==> src/rtl/shot_clock_timer.sv <==
// Shot-clock countdown engine: two BCD digits decremented once per TICK_DIV clocks while running.
// Latency: control inputs take effect at the sampling edge; outputs are decoded from registers.
// Backpressure: none; the display strobe is free-running and the engine never stalls.
//
// Ports:
//   clk, rst            - clock, asynchronous active-high reset
//   start, pause, reload - level controls sampled each clock (priority reload > pause > start)
//   d1, d0              - tens / ones BCD digits for the seven-segment mux
//   scan_en             - one-cycle scan strobe every SCAN_DIV clocks
//   running             - high while counting
//   expired             - one-cycle pulse on the 01 -> 00 step
// Build option: define SHOT_CLOCK_BLANK_LEAD_EN to blank a leading zero on d1 (4'hF).
module shot_clock_timer #(
  parameter int TICK_DIV  = 100_000_000,
  parameter int SCAN_DIV  = 100_000,
  parameter int START_VAL = 24
) (
  input  logic       clk,
  input  logic       rst,
  input  logic       start,
  input  logic       pause,
  input  logic       reload,
  output logic [3:0] d1,
  output logic [3:0] d0,
  output logic       scan_en,
  output logic       running,
  output logic       expired
);

  localparam int PW = $clog2(TICK_DIV);
  localparam int SW = $clog2(SCAN_DIV);

  localparam logic [3:0]    START_TENS = 4'(START_VAL / 10);
  localparam logic [3:0]    START_ONES = 4'(START_VAL % 10);
  localparam logic [PW-1:0] PRESC_MAX  = PW'(TICK_DIV - 1);
  localparam logic [PW-1:0] PRESC_ONE  = PW'(1);
  localparam logic [SW-1:0] SCAN_MAX   = SW'(SCAN_DIV - 1);
  localparam logic [SW-1:0] SCAN_ONE   = SW'(1);

  typedef enum logic [1:0] {
    IDLE    = 2'd0,
    RUN     = 2'd1,
    PAUSE   = 2'd2,
    EXPIRED = 2'd3
  } state_t;

  state_t        state_q, state_d;
  logic [3:0]    tens_q, tens_d;
  logic [3:0]    ones_q, ones_d;
  logic [PW-1:0] presc_q, presc_d;
  logic [SW-1:0] scan_cnt_q, scan_cnt_d;
  logic          expired_q, expired_d;

  always_ff @(posedge clk or posedge rst) begin
    if (rst) begin
      state_q    <= IDLE;
      tens_q     <= START_TENS;
      ones_q     <= START_ONES;
      presc_q    <= '0;
      scan_cnt_q <= '0;
      expired_q  <= 1'b0;
    end else begin
      state_q    <= state_d;
      tens_q     <= tens_d;
      ones_q     <= ones_d;
      presc_q    <= presc_d;
      scan_cnt_q <= scan_cnt_d;
      expired_q  <= expired_d;
    end
  end

  always_comb begin
    state_d   = state_q;
    tens_d    = tens_q;
    ones_d    = ones_q;
    presc_d   = presc_q;
    expired_d = 1'b0;

    if (reload) begin
      // Reload overrides everything, including a decrement due this edge.
      state_d = IDLE;
      tens_d  = START_TENS;
      ones_d  = START_ONES;
      presc_d = '0;
    end else begin
      case (state_q)
        IDLE: begin
          if (!pause && start) begin
            state_d = RUN;
            presc_d = '0;
          end
        end
        RUN: begin
          if (pause) begin
            // Pause wins over a due decrement; prescaler keeps its phase.
            state_d = PAUSE;
          end else if (presc_q == PRESC_MAX) begin
            presc_d = '0;
            if (ones_q != 4'd0) begin
              ones_d = ones_q - 4'd1;
            end else begin
              ones_d = 4'd9;
              tens_d = tens_q - 4'd1;
            end
            if (tens_q == 4'd0 && ones_q == 4'd1) begin
              state_d   = EXPIRED;
              expired_d = 1'b1;
            end
          end else begin
            presc_d = presc_q + PRESC_ONE;
          end
        end
        PAUSE: begin
          // Resume edge does not advance the prescaler.
          if (!pause && start) begin
            state_d = RUN;
          end
        end
        default: begin
          // EXPIRED: only reload leaves this state.
          state_d = EXPIRED;
        end
      endcase
    end
  end

  // Free-running display scan divider, independent of the count state.
  always_comb begin
    if (scan_cnt_q == SCAN_MAX) begin
      scan_cnt_d = '0;
    end else begin
      scan_cnt_d = scan_cnt_q + SCAN_ONE;
    end
  end

  assign scan_en = (scan_cnt_q == SCAN_MAX);
  assign running = (state_q == RUN);
  assign expired = expired_q;
  assign d0      = ones_q;

`ifdef SHOT_CLOCK_BLANK_LEAD_EN
  assign d1 = (tens_q == 4'd0) ? 4'hF : tens_q;
`else
  assign d1 = tens_q;
`endif

endmodule

==> config.mk <==
export PLATFORM = sky130hd
export DESIGN_NAME = shot_clock_timer
export DESIGN_NICKNAME = d
export VERILOG_FILES = /design/src/rtl/shot_clock_timer.sv
export SDC_FILE = /design/constraint.sdc
export NUM_CORES = 1
export LEC_CHECK = 0
export CORE_AREA = 2 2 77 79
export CTS_CLUSTER_DIAMETER = 50
export DETAILED_ROUTE_END_ITERATION = 12
export DIE_AREA = 0 0 79 81
export PLACE_DENSITY = 0.77
export REMOVE_ABC_BUFFERS = 1
export SLEW_MARGIN = 30
export SYNTH_ARGS = -nofsm -noshare
export SYNTH_HDL_FRONTEND = slang
export SYNTH_SLANG_ARGS = --single-unit
export TNS_END_PERCENT = 10
==> constraint.sdc <==
create_clock -name clk -period 2.1 [get_ports clk]
set_clock_uncertainty 0.2 [all_clocks]
set_input_delay 0.42 -clock clk [delete_from_list [all_inputs] [get_ports clk]]
set_output_delay 0.42 -clock clk [all_outputs]
set_load 0.02 [all_outputs]
# --- Word level (Yosys, flattened, before mapping) ---
# Cells that the tools add are included.
totals:
  register_bits: 55
  output_inout_bits: 11
  input_bits: 5
  elab_cells: 63
op_classes:
  n_eq_ne: 12
  add_sub_neg: 4
  reduce_logical: 14
  n_mux: 27
ops:
  columns: ["operator", "n"]
  rows:
  - ["two-way mux 27 bit", 4]
  - ["case mux 27 bit (2 select lines)", 1]
  - ["two-way mux 4 bit", 10]
  - ["adder 27 x 1 -> 27 bit (second input constant)", 1]
  - ["== test 27 bit (second input constant)", 1]
  - ["adder 17 x 1 -> 17 bit (second input constant)", 1]
  - ["== test 17 bit (second input constant)", 1]
  - ["two-way mux 17 bit", 1]
  - ["two-way mux 2 bit", 5]
  - ["AND reduction 3 bit", 3]
  - ["inequality test 4 x 3 -> 1 bit (second input constant)", 2]
  - ["subtractor 4 x 1 -> 4 bit (second input constant)", 2]
  - ["inequality test 3 bit (second input constant)", 2]
  - ["two-way mux 1 bit", 5]
  - ["== test 4 x 1 -> 1 bit (second input constant)", 1]
  - ["zero test 4 bit", 1]
  - ["case mux 2 bit (2 select lines)", 1]
  - ["AND reduction 4 bit", 1]
  - ["nonzero test 2 bit", 2]
  - ["nonzero test 4 bit", 1]
  - ["inequality test 3 x 1 -> 1 bit (second input constant)", 1]
  - ["nonzero test 3 bit", 1]
  - ["== test 2 x 1 -> 1 bit (second input constant)", 1]
  - ["== test 2 bit (second input constant)", 1]
  - ["other kinds (6)", 7]

# --- Longest topological paths before layout ---
depth:
  ltp_word: 7
  depth_mapped: 8
  ltp_nobuf: 6

# --- Worst setup path before layout ---
# Ideal clock, no wire load.
synth_timing:
  path_kind: "reg-to-output"
  startpoint: "register scan_cnt_q[6]"
  endpoint: "output port scan_en"
  t_required_ns: 1.480
  arrival_ns: 1.731
  path_buffers: 0
  setup_slack_ns: -0.251
  path_stages_with_launch: 4
  path_cell_list: "dfrtp_1 > nand4b_1 > or3_1 > nor4_2"
synth_via:
  elab_chain_len: 1
synth_lines:
  columns: ["item", "line", "rtl"]
  rows:
  - ["from (decl)", "51", "logic [SW-1:0] scan_cnt_q, scan_cnt_d;"]
  - ["from (signal assigned)", "67", "scan_cnt_q <= scan_cnt_d;"]
  - ["== test 17 bit", "136", "assign scan_en = (scan_cnt_q == SCAN_MAX);"]
  - ["to (decl)", "25", "output logic scan_en,"]
# Every way passes these cells.

# --- Final worst setup path ---
# Ends and elaborated chain as after synthesis.

==> summary.md <==
| Metric | Value |
|---|---|
| Status | finished with violations |
| Failing checks | setup timing |
| Register bit total from synthesis | 55 |
| Crit path kind | register to output pin |
| Synth Area in XOR/XNOR | 0.0909 |
| Site Rows | 28 |
| Post-Syn Area | 2890 um^2 |
| Max cap viols | 0 |
| Syn. warnings | 0 |
| WL met2 | 3670 um |
| Layout Cells excl Fill | 473 |
| Detailed-routing wirelength on met1 | between 3000 and 4000 um |
| Max incr delay on CP | 0.39 ns |
| Post-synth top area share | 0.459 |
| Top cell type by total area after synthesis | dfrtp_1 |
| Longest Clk Path Bufs | 2 |
| DR WL/cell | 14.9 um |
| WP data required | 1.48 ns |
| Post-layout instance area | about 3900 um^2 |
| Worst skew pair latency | 0.32 ns |
| Most numerous cell in the Yosys netlist | dfrtp_1 |
| TritonCTS clock tree | done |
| Die area | 6400 um^2 |
| Level count of the clock H-tree | 2 |
| Util after Layout | 0.689 |
| Final Critical Period | 2.34 ns |
| Gate Count Post-Synth | 307 |
| Global placer's final weighted congestion | 0.940 |
| Distinct cells, synth | roughly 50 |
| Remaining antenna violation count after routing | 0 |
| Worst path top cell family by delay | simple AND/OR/NAND/NOR gates |
| Clock sink count | 55 |
| I/O pin count | 16 |
| DR iter-0 viols | about 220 |
| GRT Total Usage | 0.228 |
| FF-to-FF setup slack | -0.07 ns |
| Commonest cells in the netlist | dfrtp_1 (53), nor2_1 (41), nand2_1 (23), xnor2_1 (21), nand3_1 (17) |
| Rel. slew slack | 0.682 |
| DPL Wire Length | 4860 um |
| DIE WIDTH | 79 um |
| RSZ-0062 raised after global routing | yes |
| Met3 wire length | 227 um |
| TNS Setup | -0.338 ns |
| Mux cell area share after synthesis | 0.00346 |
| Final Setup Violations | 3 |
| Syn Area/Cell | about 9.4 um^2 |
| Hold WS | 0.120 ns |
| Worst Path Buf+Inv | 1 |
| Simple-gate share of the synthesized area | 0.287 |
| Fin. Hold Viols | 0 |
| Largest net degree at the start of global routing | 46 |
| Reg clk slew, reported paths | about 0.11 ns |
| FF-to-FF Start | presc_q[1] |
| Register-to-Register Path Depth | 6 |
| Total gr overflow | 0 |
| Layout cell share with drive strength beyond 1 | 0.291 |
| Worst min-delay path category | input pin to asynchronous set/reset pin |
| Routed vias/inst | 5.64 |
| Synth Flop Type | dfrtp_1 |
| Maximum clock rate | 427 MHz |
| Slowest cell on the critical path | dfrtp_1 |
| Crit path max fanout | 2 |
| Worst setup margin | -0.241 ns |
| Placed instance count | about 460 |
| Root Driver | clkbuf_8 |
| Area grow syn2layout | 35.3% |
| PD cells | 467 nW/um^2 |
| Static leakage | about 1.7 nW |
| Hold_buf cts | 0 |
| First-pass GRT wire length | 11700 um |
| CTS Buf Count | 5 |
| Initial core utilization | 0.509 |
| Top post-synthesis cells by area | dfrtp_1 (46%), xnor2_1 (6.4%), nor2_1 (5.3%), nand4_1 (3.2%), nand2_1 (3.0%) |
| Synth Area in Adders | 0.0260 |
| Vias in the first global route | ~2.7k |
| Post-synth EDFFs | 0 |
| First-pass DRT Iterations | 4 |
| Initial antenna violation count | 0 |
| Peak supply drop | approximately 0.26 mV |
| Worst-path cell chain | nand4b_1 -> or3_4 -> nor4_4 -> buf_4 |
| Die H | 81 um |
| Slew at the pin closest to its max-slew limit | roughly 0.47 ns |
| Crit Reg-Reg Endpoint | presc_q[26] |
| ANT cells | 0 |
| Top sig layer | met4 |
| Post-synthesis sequential area ratio | 0.477 |
| Fin crit share | 1.11 |
| Largest family of logic cells by synthesized area | simple AND/OR/NAND/NOR gates |
| Number of nets in the layout | 408 |
| Dpl cell area | 3640 um^2 |
| Buffers added on ports | 15 |
| Worst EP arrival | 1.72 ns |
| DRC | 0 |
| Final Max Tran Viols | 0 |
| Ys async rst share | 1.00 |
| CP Launch Type | register |
| Core ar. | 5680 um^2 |
| Routed wire length | 7050 um |
| DR vias | between 2k and 3k |
| Compound-Gate Fraction of Synth Area | 0.0852 |
| CP Capture Type | output pin |
## cell type report
cell class,instances,area [um^2]
fillers,412,1760
inverters,15,56.3
multi-input cells,229,1540
well taps,75,93.8
flip-flops and latches,55,1380
clock buffers,5,68.8
clock inverters,3,27.5
repair buffers,91,752
## stage by stage
step	setup slack [ns]	power [mW]
6_report	-0.241	1.83
3_3_place_gp	-0.345	1.20
4_1_cts	-0.278	1.85
2_1_floorplan	-0.309	1.13
3_5_place_dp	-0.394	1.20
5_1_grt	-0.346	1.89
## report_power, final
part / total, mW / internal [mW] / switching, mW
sequential: 1.06 / 1.06 / 0.00257
combinational: 0.123 / 0.0500 / 0.0726
clock: 0.640 / 0.248 / 0.392
## registers in the layout, summed over array words and instances, names as in the netlist
name        cells
scan_cnt_q     17
expired         1
d0              4
d1              4
state_q         2
presc_q        27
## worst max path at each step
stage                  start      end  slack [ns]  cells past startpoint
6_report       scan_cnt_q[6]  scan_en       -0.24                      4
5_1_grt        scan_cnt_q[6]  scan_en       -0.35                      4
4_1_cts        scan_cnt_q[6]  scan_en       -0.28                      4
3_5_place_dp   scan_cnt_q[6]  scan_en       -0.39                      4
3_3_place_gp   scan_cnt_q[6]  scan_en       -0.35                      4
2_1_floorplan     presc_q[0]    d0[2]       -0.31                      6
## cells in the final DEF, fill, tap and decap left out, drive strengths merged, types with 2 or more instances in the layout
cell type / instances
a21oi: 13
dlygate4sd2: 3
clkdlybuf4s50: 11
inv: 16
or4: 6
and4: 5
o31ai: 2
buf: 77
xnor2: 21
a31o: 3
nand3: 17
and2: 5
nor3b: 2
nor2b: 2
o21ai: 6
xor2: 9
nor2: 42
clkbuf: 5
nand2: 23
nor4: 11
ha: 6
and3: 4
nand4: 16
dfrtp: 53
nor3: 15
dfstp: 2
## logic make-up after synthesis
kind of cell,count (synthesis)
and+or+nand+nor,155
DFF,55
AOI/OAI and AO/OA,37
xor gates and xnor gates,30
buffers and inverters,23
adders and majority gates,6
muxes,1
## worst register-to-register path, cell delays in order, from the launching register on
cell and delay (ns):
dfrtp_1 0.37, ha_2 0.18, and4_4 0.24, nand4_4 0.11
or4_4 0.53, or4_1 0.40, nand3_1 0.10
## layer usage
metal  track usage  vias up
met3        0.0422       11
li1              -     1273
met2         0.397       63
met4        0.0638        0
met5             0        -
met1         0.292     1320
## repair_timing
action / in CTS / in global routing
gates cloned: 0 / 1
endpoints found under the hold margin: 0 / 0
pin swaps: 0 / 9
resized for setup: 13 / 24
setup endpoints to repair: 9 / 28
buffers inserted: 0 / 7
(Power assumes the default switching activity.)
